==> src/rtl/alu_pipe.sv <==
// Handshaked ALU: registered single-cycle ops plus an iterative shift-add multiplier.
// Optional flag outputs (zero/neg/carry/ovf) are built only when ALU_FLAGS_EN is defined.
module alu_pipe #(
   parameter int unsigned WIDTH = 32
) (
   input  logic             clk,
   input  logic             reset,
   input  logic             in_valid,
   output logic             in_ready,
   input  logic [WIDTH-1:0] A,
   input  logic [WIDTH-1:0] B,
   input  logic [3:0]       Opin,
   output logic             out_valid,
   input  logic             out_ready,
   output logic [WIDTH-1:0] result,
   output logic             illegal
`ifdef ALU_FLAGS_EN
   ,
   output logic             zero,
   output logic             neg,
   output logic             carry,
   output logic             ovf
`endif
);

   localparam int unsigned SW = $clog2(WIDTH);
   localparam int unsigned CW = SW + 1;

   typedef enum logic [1:0] {S_IDLE, S_MUL, S_HOLD} state_t;
   typedef enum logic [3:0] {
      OP_AND = 4'd0, OP_OR  = 4'd1, OP_ADD = 4'd2, OP_XOR = 4'd3, OP_SUB = 4'd4,
      OP_SLT = 4'd5, OP_SLL = 4'd6, OP_SRL = 4'd7, OP_SRA = 4'd8, OP_MUL = 4'd9
   } op_t;

   state_t           state, state_n;
   logic [WIDTH-1:0] acc, acc_n, a_reg, a_n, b_reg, b_n;
   logic [CW-1:0]    cnt, cnt_n;
   logic [WIDTH-1:0] result_n;
   logic             illegal_n, out_valid_n;
   logic [WIDTH-1:0] alu_res;
   logic             alu_ill;
   logic [SW-1:0]    shamt;
   logic             accept, load_alu, load_mul;

   assign shamt    = B[SW-1:0];
   assign in_ready = (state == S_IDLE) && (!out_valid || out_ready);
   assign accept   = in_valid && in_ready;

   always_comb begin
      alu_res = '0;
      alu_ill = 1'b0;
      case (Opin)
         OP_AND:  alu_res = A & B;
         OP_OR:   alu_res = A | B;
         OP_ADD:  alu_res = A + B;
         OP_XOR:  alu_res = A ^ B;
         OP_SUB:  alu_res = A - B;
         OP_SLT:  alu_res = {{(WIDTH-1){1'b0}}, ($signed(A) < $signed(B))};
         OP_SLL:  alu_res = A << shamt;
         OP_SRL:  alu_res = A >> shamt;
         OP_SRA:  alu_res = $signed(A) >>> shamt;
         default: alu_ill = 1'b1;
      endcase
   end

   // Multiplier shifts its operand copies instead of indexing B by cnt:
   // acc += A<<cnt when B[cnt] is equivalent to adding a_reg when b_reg[0].
   always_comb begin
      state_n     = state;
      acc_n       = acc;
      a_n         = a_reg;
      b_n         = b_reg;
      cnt_n       = cnt;
      load_alu    = 1'b0;
      load_mul    = 1'b0;
      case (state)
         S_IDLE: begin
            if (accept) begin
               if (Opin == OP_MUL) begin
                  state_n = S_MUL;
                  acc_n   = '0;
                  cnt_n   = '0;
                  a_n     = A;
                  b_n     = B;
               end else begin
                  load_alu = 1'b1;
               end
            end
         end
         S_MUL: begin
            if (cnt != CW'(WIDTH)) begin
               acc_n = acc + (b_reg[0] ? a_reg : '0);
               a_n   = a_reg << 1;
               b_n   = b_reg >> 1;
               cnt_n = cnt + 1'b1;
            end else if (out_valid && !out_ready) begin
               state_n = S_HOLD;
            end else begin
               load_mul = 1'b1;
               state_n  = S_IDLE;
            end
         end
         S_HOLD: begin
            if (!out_valid || out_ready) begin
               load_mul = 1'b1;
               state_n  = S_IDLE;
            end
         end
         default: state_n = S_IDLE;
      endcase

      result_n    = result;
      illegal_n   = illegal;
      out_valid_n = out_valid && !out_ready;
      if (load_alu) begin
         result_n    = alu_res;
         illegal_n   = alu_ill;
         out_valid_n = 1'b1;
      end else if (load_mul) begin
         result_n    = acc;
         illegal_n   = 1'b0;
         out_valid_n = 1'b1;
      end
   end

   always_ff @(posedge clk or posedge reset) begin
      if (reset) begin
         state     <= S_IDLE;
         acc       <= '0;
         a_reg     <= '0;
         b_reg     <= '0;
         cnt       <= '0;
         result    <= '0;
         illegal   <= 1'b0;
         out_valid <= 1'b0;
      end else begin
         state     <= state_n;
         acc       <= acc_n;
         a_reg     <= a_n;
         b_reg     <= b_n;
         cnt       <= cnt_n;
         result    <= result_n;
         illegal   <= illegal_n;
         out_valid <= out_valid_n;
      end
   end

`ifdef ALU_FLAGS_EN
   logic [WIDTH:0] sum_x, diff_x;
   logic           carry_x, ovf_x;

   assign sum_x  = {1'b0, A} + {1'b0, B};
   assign diff_x = {1'b0, A} + {1'b0, ~B} + {{WIDTH{1'b0}}, 1'b1};

   always_comb begin
      carry_x = 1'b0;
      ovf_x   = 1'b0;
      case (Opin)
         OP_ADD: begin
            carry_x = sum_x[WIDTH];
            ovf_x   = (A[WIDTH-1] == B[WIDTH-1]) && (sum_x[WIDTH-1] != A[WIDTH-1]);
         end
         OP_SUB: begin
            carry_x = diff_x[WIDTH];
            ovf_x   = (A[WIDTH-1] != B[WIDTH-1]) && (diff_x[WIDTH-1] != A[WIDTH-1]);
         end
         default: ;
      endcase
   end

   always_ff @(posedge clk or posedge reset) begin
      if (reset) begin
         zero  <= 1'b0;
         neg   <= 1'b0;
         carry <= 1'b0;
         ovf   <= 1'b0;
      end else if (load_alu) begin
         zero  <= (alu_res == '0);
         neg   <= alu_res[WIDTH-1];
         carry <= carry_x;
         ovf   <= ovf_x;
      end else if (load_mul) begin
         zero  <= (acc == '0);
         neg   <= acc[WIDTH-1];
         carry <= 1'b0;
         ovf   <= 1'b0;
      end
   end
`endif

endmodule

==> config.mk <==
export PLATFORM = sky130hd
export DESIGN_NAME = alu_pipe
export DESIGN_NICKNAME = d
export VERILOG_FILES = /design/src/rtl/alu_pipe.sv
export SDC_FILE = /design/constraint.sdc
export NUM_CORES = 1
export LEC_CHECK = 0
export CORE_MARGIN = 2
export CORE_UTILIZATION = 55
export CTS_BUF_LIST = sky130_fd_sc_hd__clkbuf_16
export DETAILED_ROUTE_END_ITERATION = 8
export GPL_TIMING_DRIVEN = 0
export HOLD_SLACK_MARGIN = 0.15
export PLACE_DENSITY_LB_ADDON = 0.12
export SLEW_MARGIN = 40
export SYNTH_ARGS = -nofsm -noshare
export SYNTH_HDL_FRONTEND = slang
export SYNTH_SLANG_ARGS = --single-unit
==> constraint.sdc <==
create_clock -name clk -period 13.6 [get_ports clk]
set_clock_uncertainty 0.05 [all_clocks]
set_input_delay 2.04 -clock clk [delete_from_list [all_inputs] [get_ports clk]]
set_output_delay 2.04 -clock clk [all_outputs]
set_load 0.01 [all_outputs]
==> insert_results.sql <==
INSERT INTO impl_metrics (metric_group, metric, value, unit) VALUES
('grt', 'grt_use_total', '50.3', '%'),
('grt', 'grt_start_max_net_pins', '71', ''),
('critical_path', 'endpoint_kind', 'flip-flop', ''),
('power', 'power_switching', '910', 'uW'),
('synth', 'synth_seq_area_share', '20.9', '%'),
('critical_path', 'start_kind', 'input port', ''),
('critical_path', 'timing.setup.critical_path_class', 'input port to flip-flop', ''),
('drt', 'vias', '18900', ''),
('status', 'outcome', 'finished with violations', ''),
('timing', 'timing.final.ws_setup', '5.96', 'ns'),
('power', 'p_leak', '8.45', 'nW'),
('floorplan', 'die_h', '177', 'um'),
('clocking', 'clk-insertion-delay-late', '0.49', 'ns'),
('timing', 'timing_worst_slew_pin_value', '1.00', 'ns'),
('power', 'pwr-share-clk', '24.8', '%'),
('grt', 'grt_pass1_vias', '17900', ''),
('drt', 'drt.antenna.violating_nets', '0', ''),
('timing', 'max_freq', '131', 'MHz'),
('floorplan', 'core', '29600', 'um2'),
('power', 'p_sw_share', '44.7', '%'),
('clocking', 'clkTransAtPathRegs', '0.08', 'ns'),
('layout', 'synthToLayoutAreaGrowth', '13.2', '%'),
('synth', 'ys_dominant_reg_cell', 'dfrtp_1', ''),
('grt', 'grt_first_pass_wirelength', '114', 'mm'),
('timing', 'slew_headroom', '32.8', '%'),
('drt', 'drt_iter0_drc', '3275', ''),
('clocking', 'tritoncts.num_buffers', '17', ''),
('clocking', 'ctsHoldBuffers', '0', ''),
('synth', 'mappedNetlistNets', '2233', ''),
('clocking', 'cts_tree', 'built', ''),
('synth', 'synth_edf_count', '0', ''),
('clocking', 'clock_sink_count', '138', ''),
('clocking', 'htree_num_levels', '4', ''),
('synth', 'synth.avg_cell_area', '8.19', 'um2'),
('layout', 'antenna_cells', '0', ''),
('floorplan', 'dieArea', '31400', 'um2'),
('drt', 'routed_via_density', '7.43', ''),
('synth', 'synth.top_cells.by_area', 'dfrtp_1, ha_1, mux4_2', ''),
('synth', 'synth.top_cell.area_share', '20.9', '%'),
('layout', 'drive_gt1_share', '8.56', '%'),
('floorplan', 'count_of_boundary_i_o_pins', '107', ''),
('critical_path', 'cp_slowest_cell', 'clkbuf_1', ''),
('drt', 'wire_per_inst', '31.2', 'um'),
('status', 'violations', 'design-rule violations', ''),
('power', 'power.combinational.fraction', '44.5', '%'),
('placed_design', 'hpwl', '59.9', 'mm'),
('timing', 'drv_slew', '0', ''),
('floorplan', 'num_rows', '63', ''),
('critical_path', 'cp_cell_sequence', 'clkdlybuf4s50_1, clkbuf_1, inv_2, buf_1, clkbuf_1, ha_1, clkbuf_1, a21oi_1, a21o_1, a2111oi_0, or4_1, a31oi_1, nor2_1, a311oi_1, a21oi_1, o221a_2', ''),
('power', 'pwr-share-seq', '30.7', '%'),
('power', 'power_density', '109', 'nW/um2'),
('synth', 'yosys_warnings', '0', ''),
('placed_design', 'detailed_place.area', '18100', 'um2'),
('drt', 'finalWirelength', '79.2', 'mm'),
('synth', 'syn_inst_count', '2013', ''),
('job', 'max-cap-violations', '0', ''),
('layout', 'mostFrequentLayoutCells', 'nor2_1, inv_1, a21oi_1', ''),
('power', 'total_power', '2.04', 'mW'),
('synth', 'synthDistinctLibCells', '84', ''),
('timing', 'setup_violation_total_in_the_final_timing_report', '0', ''),
('synth', 'ys_ff_latch', '138', ''),
('critical_path', 'critical-path-max-stage-delay', '0.79', 'ns'),
('critical_path', 'crit_arrival', '7.95', 'ns'),
('synth', 'async_reset_ff_share', '100', '%'),
('timing', 'final_hold_viol_count', '0', ''),
('synth', 'synthesis.area', '16500', 'um2'),
('critical_path', 'crit_required', '13.91', 'ns'),
('clocking', 'clockBufferDepth', '2', ''),
('drt', 'drcViolationCount', '13', ''),
('critical_path', 'critical_path.most_common_cell', 'clkbuf_1', ''),
('grt', 'globalRouteOverflowTotal', '0', '');
[metrics by stage]
step | utilization [%] | hold WS [ns] | std cells
3_5_place_dp | 61.2 | 0.421 | 2508
3_3_place_gp | 60.9 | 0.419 | 2507
4_1_cts | 63.2 | 0.436 | 2540
6_report | 63.1 | 0.431 | 2540
5_1_grt | 63.1 | 0.459 | 2540
2_1_floorplan | - | 0.400 | 2013
[worst register-to-register path, cell delays in order (launching register included)]
cell and delay [ns]:
dfrtp_1 0.50, clkbuf_1 0.37, and2_1 0.20, ha_1 0.20
fa_1 0.22, a21oi_1 0.11, o211ai_1 0.21, nand2b_1 0.17
o311ai_1 0.67, nand4_1 0.21, a31oi_1 0.35, a31oi_1 0.17
xor2_1 0.18, o21ai_0 0.09
[path summary, 6_finish.rpt]
check	slack, ns	from	cells past startpoint	to
hold / removal	0.43	a_reg[31]$_DFFE_PP0P_	2	a_reg[31]$_DFFE_PP0P_
setup / recovery	5.96	B[3]	16	result[20]$_DFFE_PP0P_
max in group asynchronous	10.78	reset	3	b_reg[12]$_DFFE_PP0P_
setup reg to reg	9.77	b_reg[0]$_DFFE_PP0P_	13	acc[28]$_DFFE_PP0P_
hold reg to reg	0.43	a_reg[31]$_DFFE_PP0P_	2	a_reg[31]$_DFFE_PP0P_
min in group asynchronous	1.96	reset	2	cnt[2]$_DFFE_PP0P_
[per-layer routing]
| metal | track usage [%] | part of all wire, % |
|---|---|---|
| met2 | 74.0 | 42 |
| met1 | 60.5 | 35 |
| met5 | 0 | 0.051 |
| met4 | 35.3 | 8.7 |
| met3 | 18.9 | 15 |
[synthesized netlist by cell type, types with 22 or more instances]
library cell,number
o21bai_1,22
ha_1,145
buf_2,22
a21o_1,27
clkbuf_1,108
a211oi_1,35
o21ai_0,153
a22oi_1,27
nand3_1,31
xnor2_1,23
a222oi_1,61
a21oi_1,170
nand2_1,128
nor2_1,184
mux2i_1,52
mux4_2,68
and2_1,41
dfrtp_1,138
inv_1,181
nor3_1,37
[final cells by class]
cell class	instances	area, um2
multi-input combinational	1541	11700
fill	2574	10900
sequential	138	3450
timing repair buffer	105	1050
inverter	184	698
buffer	150	644
tap	390	488
clock buffer	17	425
clock inverter	15	168
[power by group through the flow]
stage	registers [mW]	logic, mW	clock network (mW)
6_report	0.625	0.906	0.505
5_1_grt	0.633	0.950	0.513
4_1_cts	0.619	0.867	0.495
3_5_place_dp	0.625	0.859	0
3_3_place_gp	0.620	0.839	0
2_1_floorplan	0.610	0.487	0
[cell families after synthesis]
group                      after synthesis  share of synthesized area (%)
buffers and inverters                  334                           8.03
DFF                                    138                           20.9
xor gates and xnor gates                38                           2.02
adders and majority gates              148                           11.4
AOI/OAI and AO/OA                      686                           28.2
and+or+nand+nor                        534                           15.4
muxes                                  135                           14.0
No activity file was read; power rests on OpenSTA's default activity.
